<file path="src/rtl/tm1638_device_responder.sv">
// tm1638_device_responder
// Device-side (slave) end of a TM1638 STB/CLK/DIO serial link. Decodes host
// command bytes, holds the 16-byte display RAM plus display-control state and
// returns four key-scan bytes when the host issues a read command.
//
// Parameters:
//   SYNC_STAGES      flops per input synchronizer (>= 2)
// Ports:
//   clk, rst         system clock (>= 8x sio_clk), synchronous active-high reset
//   sio_clk          host serial clock (async)
//   sio_stb          host strobe, active low (async)
//   sio_data_in      host DIO as seen by the device (async)
//   sio_data_out     device DIO drive value (0 whenever not enabled)
//   sio_data_out_en  device drives DIO (read phase only)
//   key_scan         key bytes K0..K3, byte n = key_scan[8n+7:8n]
//   display_ram      RAM address n = display_ram[8n+7:8n]
//   display_on       display-control bit 3
//   brightness       display-control bits 2:0
//   cmd_error        one-clk pulse for a command byte with bits[7:6] = 00
//   busy             synchronized strobe is low
// Build option:
//   TM1638_RESPONDER_KEY_LATCH_EN  snapshot key_scan when the read command
//   decodes; otherwise each key byte is sampled live on its first-bit fall.

module tm1638_device_responder #(
    parameter int SYNC_STAGES = 2
) (
    input  logic         clk,
    input  logic         rst,
    input  logic         sio_clk,
    input  logic         sio_stb,
    input  logic         sio_data_in,
    output logic         sio_data_out,
    output logic         sio_data_out_en,
    input  logic [31:0]  key_scan,
    output logic [127:0] display_ram,
    output logic         display_on,
    output logic [2:0]   brightness,
    output logic         cmd_error,
    output logic         busy
);

    typedef enum logic [2:0] {S_IDLE, S_CMD, S_WDATA, S_RDATA, S_IGNORE} state_t;

    state_t state, state_next;

    logic [SYNC_STAGES-1:0] clk_sync, stb_sync, din_sync;
    logic       clk_prev, stb_prev;
    logic       clk_s, stb_s, din_s;
    logic       clk_rise, clk_fall, stb_rise, stb_fall;

    logic [2:0] bit_cnt;
    logic [6:0] rx_shift;
    logic [7:0] byte_val;
    logic       byte_done, cmd_done, wr_en, rd_fall;
    logic [3:0] ptr;
    logic       fixed_mode;
    logic [7:0] ram [16];
    logic [2:0] key_idx;
    logic [2:0] rd_bit;
    logic [6:0] rd_shift;
    logic [7:0] cur_key;
    logic [31:0] key_src;
    logic       out_en, data_bit;

    // Input synchronizers plus one edge-detect flop. Idle levels (clk/stb high)
    // are the reset values so leaving reset does not fake a strobe edge.
    always_ff @(posedge clk) begin
        if (rst) begin
            clk_sync <= '1;
            stb_sync <= '1;
            din_sync <= '0;
            clk_prev <= 1'b1;
            stb_prev <= 1'b1;
        end else begin
            clk_sync <= {clk_sync[SYNC_STAGES-2:0], sio_clk};
            stb_sync <= {stb_sync[SYNC_STAGES-2:0], sio_stb};
            din_sync <= {din_sync[SYNC_STAGES-2:0], sio_data_in};
            clk_prev <= clk_sync[SYNC_STAGES-1];
            stb_prev <= stb_sync[SYNC_STAGES-1];
        end
    end

    assign clk_s    = clk_sync[SYNC_STAGES-1];
    assign stb_s    = stb_sync[SYNC_STAGES-1];
    assign din_s    = din_sync[SYNC_STAGES-1];
    assign clk_rise = clk_s & ~clk_prev;
    assign clk_fall = ~clk_s & clk_prev;
    assign stb_rise = stb_s & ~stb_prev;
    assign stb_fall = ~stb_s & stb_prev;
    assign busy     = ~stb_s;

    // LSB-first: the newest bit enters at the top of the byte.
    assign byte_val  = {din_s, rx_shift};
    assign byte_done = clk_rise && (bit_cnt == 3'd7);

`ifdef TM1638_RESPONDER_KEY_LATCH_EN
    logic [31:0] key_snap;
    always_ff @(posedge clk) begin
        if (rst)
            key_snap <= '0;
        else if (cmd_done && byte_val[7:6] == 2'b01 && byte_val[1])
            key_snap <= key_scan;
    end
    assign key_src = key_snap;
`else
    assign key_src = key_scan;
`endif

    always_comb begin
        cur_key = 8'h00;
        case (key_idx)
            3'd0:    cur_key = key_src[7:0];
            3'd1:    cur_key = key_src[15:8];
            3'd2:    cur_key = key_src[23:16];
            3'd3:    cur_key = key_src[31:24];
            default: cur_key = 8'h00;
        endcase
    end

    always_ff @(posedge clk) begin
        if (rst) state <= S_IDLE;
        else     state <= state_next;
    end

    // Strobe edges override everything, so a byte whose 8th rise coincides
    // with the strobe rise is dropped.
    always_comb begin
        state_next = state;
        cmd_done   = 1'b0;
        wr_en      = 1'b0;
        rd_fall    = 1'b0;
        if (stb_rise) begin
            state_next = S_IDLE;
        end else if (stb_fall) begin
            state_next = S_CMD;
        end else begin
            case (state)
                S_CMD: begin
                    if (byte_done) begin
                        cmd_done = 1'b1;
                        case (byte_val[7:6])
                            2'b01:   state_next = byte_val[1] ? S_RDATA : S_IGNORE;
                            2'b11:   state_next = S_WDATA;
                            default: state_next = S_IGNORE;
                        endcase
                    end
                end
                S_WDATA: wr_en   = byte_done;
                S_RDATA: rd_fall = clk_fall;
                default: ;
            endcase
        end
    end

    // Read mode only selects the state after the data command; fixed-address
    // mode persists across strobes until the next data command.
    always_ff @(posedge clk) begin
        if (rst) begin
            bit_cnt    <= '0;
            rx_shift   <= '0;
            ptr        <= '0;
            fixed_mode <= 1'b0;
            display_on <= 1'b0;
            brightness <= '0;
            cmd_error  <= 1'b0;
            key_idx    <= '0;
            rd_bit     <= '0;
            rd_shift   <= '0;
            out_en     <= 1'b0;
            data_bit   <= 1'b0;
            for (int n = 0; n < 16; n++) ram[n] <= '0;
        end else begin
            cmd_error <= 1'b0;
            if (stb_rise || stb_fall) begin
                bit_cnt  <= '0;
                out_en   <= 1'b0;
                data_bit <= 1'b0;
            end else begin
                if (clk_rise && state != S_IDLE) begin
                    rx_shift <= byte_val[7:1];
                    bit_cnt  <= bit_cnt + 3'd1;
                end
                if (cmd_done) begin
                    case (byte_val[7:6])
                        2'b01: begin
                            fixed_mode <= byte_val[2];
                            key_idx    <= '0;
                            rd_bit     <= '0;
                        end
                        2'b11: ptr <= byte_val[3:0];
                        2'b10: begin
                            display_on <= byte_val[3];
                            brightness <= byte_val[2:0];
                        end
                        default: cmd_error <= 1'b1;
                    endcase
                end
                if (wr_en) begin
                    ram[ptr] <= byte_val;
                    if (!fixed_mode) ptr <= ptr + 4'd1;
                end
                // First fall of each read byte loads the key byte; later falls
                // shift it out. Index saturates at 4, which reads as zero.
                if (rd_fall) begin
                    out_en <= 1'b1;
                    if (rd_bit == 3'd0) begin
                        data_bit <= cur_key[0];
                        rd_shift <= cur_key[7:1];
                    end else begin
                        data_bit <= rd_shift[0];
                        rd_shift <= {1'b0, rd_shift[6:1]};
                    end
                    rd_bit <= rd_bit + 3'd1;
                    if (rd_bit == 3'd7 && key_idx != 3'd4) key_idx <= key_idx + 3'd1;
                end
            end
        end
    end

    assign sio_data_out_en = out_en;
    assign sio_data_out    = out_en & data_bit;

    always_comb begin
        display_ram = '0;
        for (int n = 0; n < 16; n++) display_ram[8*n +: 8] = ram[n];
    end

endmodule
</file>
<file path="config.mk">
export PLATFORM = sky130hd
export DESIGN_NAME = tm1638_device_responder
export DESIGN_NICKNAME = d
export VERILOG_FILES = /design/src/rtl/tm1638_device_responder.sv
export SDC_FILE = /design/constraint.sdc
export NUM_CORES = 1
export LEC_CHECK = 0
export CAP_MARGIN = 20
export CORE_MARGIN = 8
export CORE_UTILIZATION = 45
export DETAILED_ROUTE_END_ITERATION = 8
export PLACE_DENSITY_LB_ADDON = 0.15
export SYNTH_ARGS = -nofsm -noshare
export SYNTH_HDL_FRONTEND = slang
export SYNTH_SLANG_ARGS = --single-unit
</file>
<file path="constraint.sdc">
create_clock -name clk -period 2.4 [get_ports clk]
set_input_delay 0.36 -clock clk [delete_from_list [all_inputs] [get_ports clk]]
set_output_delay 0.36 -clock clk [all_outputs]
set_load 0.03 [all_outputs]
</file>
Yosys cells after proc, flatten, opt, wreduce, memory -nomap -nowiden

Memory sizes are Yosys's and may differ from the RTL's.
Cells that the tools add are included.

Memory bits (writable): 128
Register bits after elaboration: 46
Memories kept: 1
Word-level logic and storage cells: 110
Input bits: 37

Memory list:

| memory | depth | width | read ports | clocked after Yosys merged registers in | write ports | RTL line | source |
|---|---|---|---|---|---|---|---|
| ram    | 16    | 8     | 16         | 0                                       | 16          | 58       | `logic [7:0] ram [16];` |

Reduce and logical (&&, ||, !) cells: 24
Equality and inequality tests: 12
Multiplexer cells: 39
Bitwise operators: 11
Add/sub/neg operators: 4

Operators with widths:

| operator              | count |
|---|---|
| $pmux W8 S4           | 1 |
| $mux W3               | 8 |
| $mux W1               | 22 |
| $mux W4               | 5 |
| $eq A3 B2 Y1 const B  | 4 |
| $add A3 B1 Y3 const B | 3 |
| $reduce_and A3 Y1     | 3 |
| $reduce_or A3 Y1      | 3 |
| $mux W8               | 1 |
| $reduce_and A2 Y1     | 4 |
| $reduce_bool A2 Y1    | 4 |
| $reduce_or A8 Y1      | 1 |
| $mux W7               | 1 |
| $eq A3 B1 Y1 const B  | 2 |
| $eq A3 B3 Y1 const B  | 2 |
| $logic_not A3 Y1      | 2 |
| $not A1 Y1            | 6 |
| $pmux W3 S2           | 1 |
| $and A1 B1 Y1         | 5 |
| $add A4 B1 Y4 const B | 1 |
| $eq A2 B2 Y1 const B  | 2 |
| $reduce_or A2 Y1      | 2 |
| $logic_and A1 B1 Y1   | 3 |
| $ne A3 B3 Y1 const B  | 1 |
| other kinds (3)       | 3 |

Longest topological paths before layout

Word-level depth: 12
Mapped depth: 8

Worst setup path after synthesis

No wires, ideal clock.

Path kind: reg-to-reg
From: register stb_sync[1]
To: memory ram[10][0], enable pin
Path buffers: 2
Arrival time: 2.309 ns
Period minus slack after synthesis: 2.693 ns
Cell stages (with the launch flop): 8
Slack: -0.293 ns
Cell sequence: dfxtp_1 inv_1 ha_1 clkbuf_1 nor2b_1 nand4_1 clkbuf_1 o21ai_0

RTL lines:

| what                   | RTL line | source |
|---|---|---|
| start, declared        | 47       | `logic [SYNC_STAGES-1:0] clk_sync, stb_sync, din_sync;` |
| start signal, assigned | 77       | `stb_sync <= {stb_sync[SYNC_STAGES-2:0], sio_stb};` |
| end, declared          | 58       |  |

==> flow_metrics.tcl <==
set metrics [dict create \
    rsz0062_at_grt "false" \
    skew_ns 0.0112 \
    synth-edff-count 128 \
    ys_ff_latch 174 \
    min_period_ns 2.16 \
    ant_nets 0 \
    vias 5162 \
    outcome "finished, final reports clean" \
    chipWidth_microns 143 \
    crit_fanout 8 \
    worst_pin_slew_ns 0.915 \
    ir_drop_uv 518 \
    cp_cell_sequence "inv_1 -> ha_1 -> and4bb_1 -> nand4_1 -> buf_4 -> o21ai_2" \
    drive_gt1_share_pct 10.4 \
    synth_commonest_cells "128 x edfxtp_1, 114 x and2_1, 46 x dfxtp_1" \
    synth_fp_nets 640 \
    max_stage_delay_ns 0.39 \
    hold_ws_ns 0.426 \
    antenna_found_initial 0 \
    grtUsageTotal_pct 18.4 \
    powerDensity_mw_per_mm2 672 \
    cts.sinks 174 \
    clk_latency_ns 0.43 \
    hold_buffers 0 \
    drtPass1Iterations 5 \
    drt_first_iter_violations 396 \
    drt-total-wl_microns 18500 \
    start_kind "flip-flop" \
    synthCells 587 \
    grt_max_degree 43 \
    crit_family "simple AND/OR/NAND/NOR gates" \
    via_per_inst 5.18 \
    p_total_uw 6680 \
    slew_viol_final 0 \
    port_buffers 172 \
    worst_ep_required_time_ns 2.48 \
    synth.cell_area_sq_mm 0.00729 \
    fin_crit_sh_pct 90.0 \
    slowest_stage "and4bb_1" \
    dp.final_hpwl_microns 13200 \
    cts_buffers 17 \
    synth_cell_types 53 \
    initial_core_util_pct 45.9 \
    core_area_sq_mm 0.0159 \
    async_reset_ff_share_pct 0 \
    wire_per_inst_microns 18.6 \
    clock_path_buffers 2 \
    die_h_microns 143 \
    globalplace.congestion 0.787 \
    endpoint_kind "flip-flop" \
    drc 0 \
    final_cells 996 \
    syn_to_final_growth_pct 36.4 \
    cts_tree "done" \
    grt_pass1_wl_microns 28800 \
    hp-class "flip-flop to flip-flop" \
    dieArea_sq_mm 0.0205 \
    yosys_warnings 0 \
    ys.flop_type "edfxtp_1" \
    io_pins 173 \
    crit_buf_inv 2 \
    p_leak_uw 0.00358 \
    yosysMostFrequentCell "edfxtp_1" \
    grt_pass1_vias 5221 \
    relSlewSlack_pct 38.9 \
    critical_path_arrival_ns 2.24 \
    synth_top_area_share_pct 52.7 \
    cap_viol_max_count 0 \
    yosysSeqAreaShare_pct 65.4 \
    setup_viol 0 \
    clock-root-buffer "clkbuf_16" \
    n_antenna_cell 0 \
    synth.area.top_cells "edfxtp_1 53%, dfxtp_1 13%, and2_1 9.8%" \
    placedCellCount 964 \
    cts_resized 0 \
    rows 46 \
    synth.avg_cell_area_sq_um 12.4 \
    cts.reportedPaths.clkPinSlew_ns 0.06 \
    h-tree-depth 4 \
    postCtsSetupRepairBufs 0 \
    finalHoldViolCount 0 \
    fmax_mhz 463 \
    nets 820 \
    critical_path_class "flip-flop to flip-flop" \
    yosys.area.top_type "edfxtp_1" \
    grt_overflow 0 \
]
-- path summary, 6_finish.rpt --
check	end	cells after the start	start	slack [ns]
worst max-delay path	ram[13][1]	6	stb_sync[1]	0.24
worst min-delay path	clk_sync[1]	1	clk_sync[0]	0.43
worst max register to register	ram[13][1]	6	stb_sync[1]	0.24
worst min register to register	clk_sync[1]	1	clk_sync[0]	0.43
-- per-stage QoR --
step | setup slack, ns | utilization [%] | instance area, sq um | TNS, ns
global route | 0.0708 | 62.6 | 9940 | 0
global placement | 0.230 | 58.9 | 9360 | 0
CTS | 0.233 | 62.6 | 9940 | 0
detailed placement | 0.186 | 58.9 | 9360 | 0
floorplan | -0.0798 | - | 7300 | -6.27
finish | 0.240 | 62.6 | 9940 | 0
-- worst register-to-register path, stage by stage (launching register included) --
cell,delay [ns]
dfxtp_1,0.33
inv_1,0.07
ha_1,0.24
and4bb_1,0.39
nand4_1,0.22
buf_4,0.21
o21ai_2,0.34
-- power by group --
| group | switching, uW | internal, uW |
|---|---|---|
| combinational | 354 | 258 |
| clock | 1110 | 1580 |
| sequential | 45.9 | 3320 |
| total | 1510 | 5170 |
-- cell type report --
| type | count | area (sq um) |
|---|---|---|
| fill | 1233 | 5950 |
| tap | 216 | 270 |
| multi-input combinational | 358 | 2310 |
| timing repair buffer | 204 | 1960 |
| inverter | 12 | 45.0 |
| clock buffer | 23 | 503 |
| clock inverter | 9 | 80.1 |
| sequential | 174 | 4760 |
-- metal layers --
layer	wire (microns)	global-route usage (%)	share of wire, %
met2	9130	31.0	49
met5	0	0	0
met4	421	6.81	2.3
met3	1380	4.87	7.4
met1	7580	22.2	41
-- cells in the final DEF, fill, tap and decap left out, types with 12 or more instances in the layout --
cell,synthesis,routed
a21oi_1,12,12
and2_1,114,114
buf_4,0,32
clkbuf_16,0,19
clkdlybuf4s50_1,0,172
dfxtp_1,46,46
edfxtp_1,128,128
ha_1,16,16
mux2i_1,12,12
nand2_1,26,26
nand3_1,23,23
nor2_1,31,31
nor3_1,21,21
-- cells by family (layout without fill, tap and decap cells) --
| kind of cell | Yosys count | count (layout) | share of synthesized area (%) |
|---|---|---|---|
| adders and majority gates | 16 | 16 | 2.75 |
| and+or+nand+nor | 263 | 263 | 21.0 |
| muxes | 13 | 13 | 1.80 |
| AOI/OAI and AO/OA | 65 | 65 | 6.01 |
| xor gates and xnor gates | 1 | 1 | 0.120 |
| DFF | 174 | 174 | 65.4 |
| buffers and inverters | 55 | 248 | 2.99 |
-- sequential cells by signal (all words and copies together) (netlist names) --
name,flops
key_idx,3
sio_data_out_en,1
rd_bit,3
stb_sync,2
ptr,4
fixed_mode,1
cmd_error,1
data_bit,1
clk_sync,2
state,3
ram,128
stb_prev,1
rd_shift,7
din_sync,2
display_on,1
rx_shift,7
bit_cnt,3
brightness,3
clk_prev,1
(Power assumes the default switching activity.)
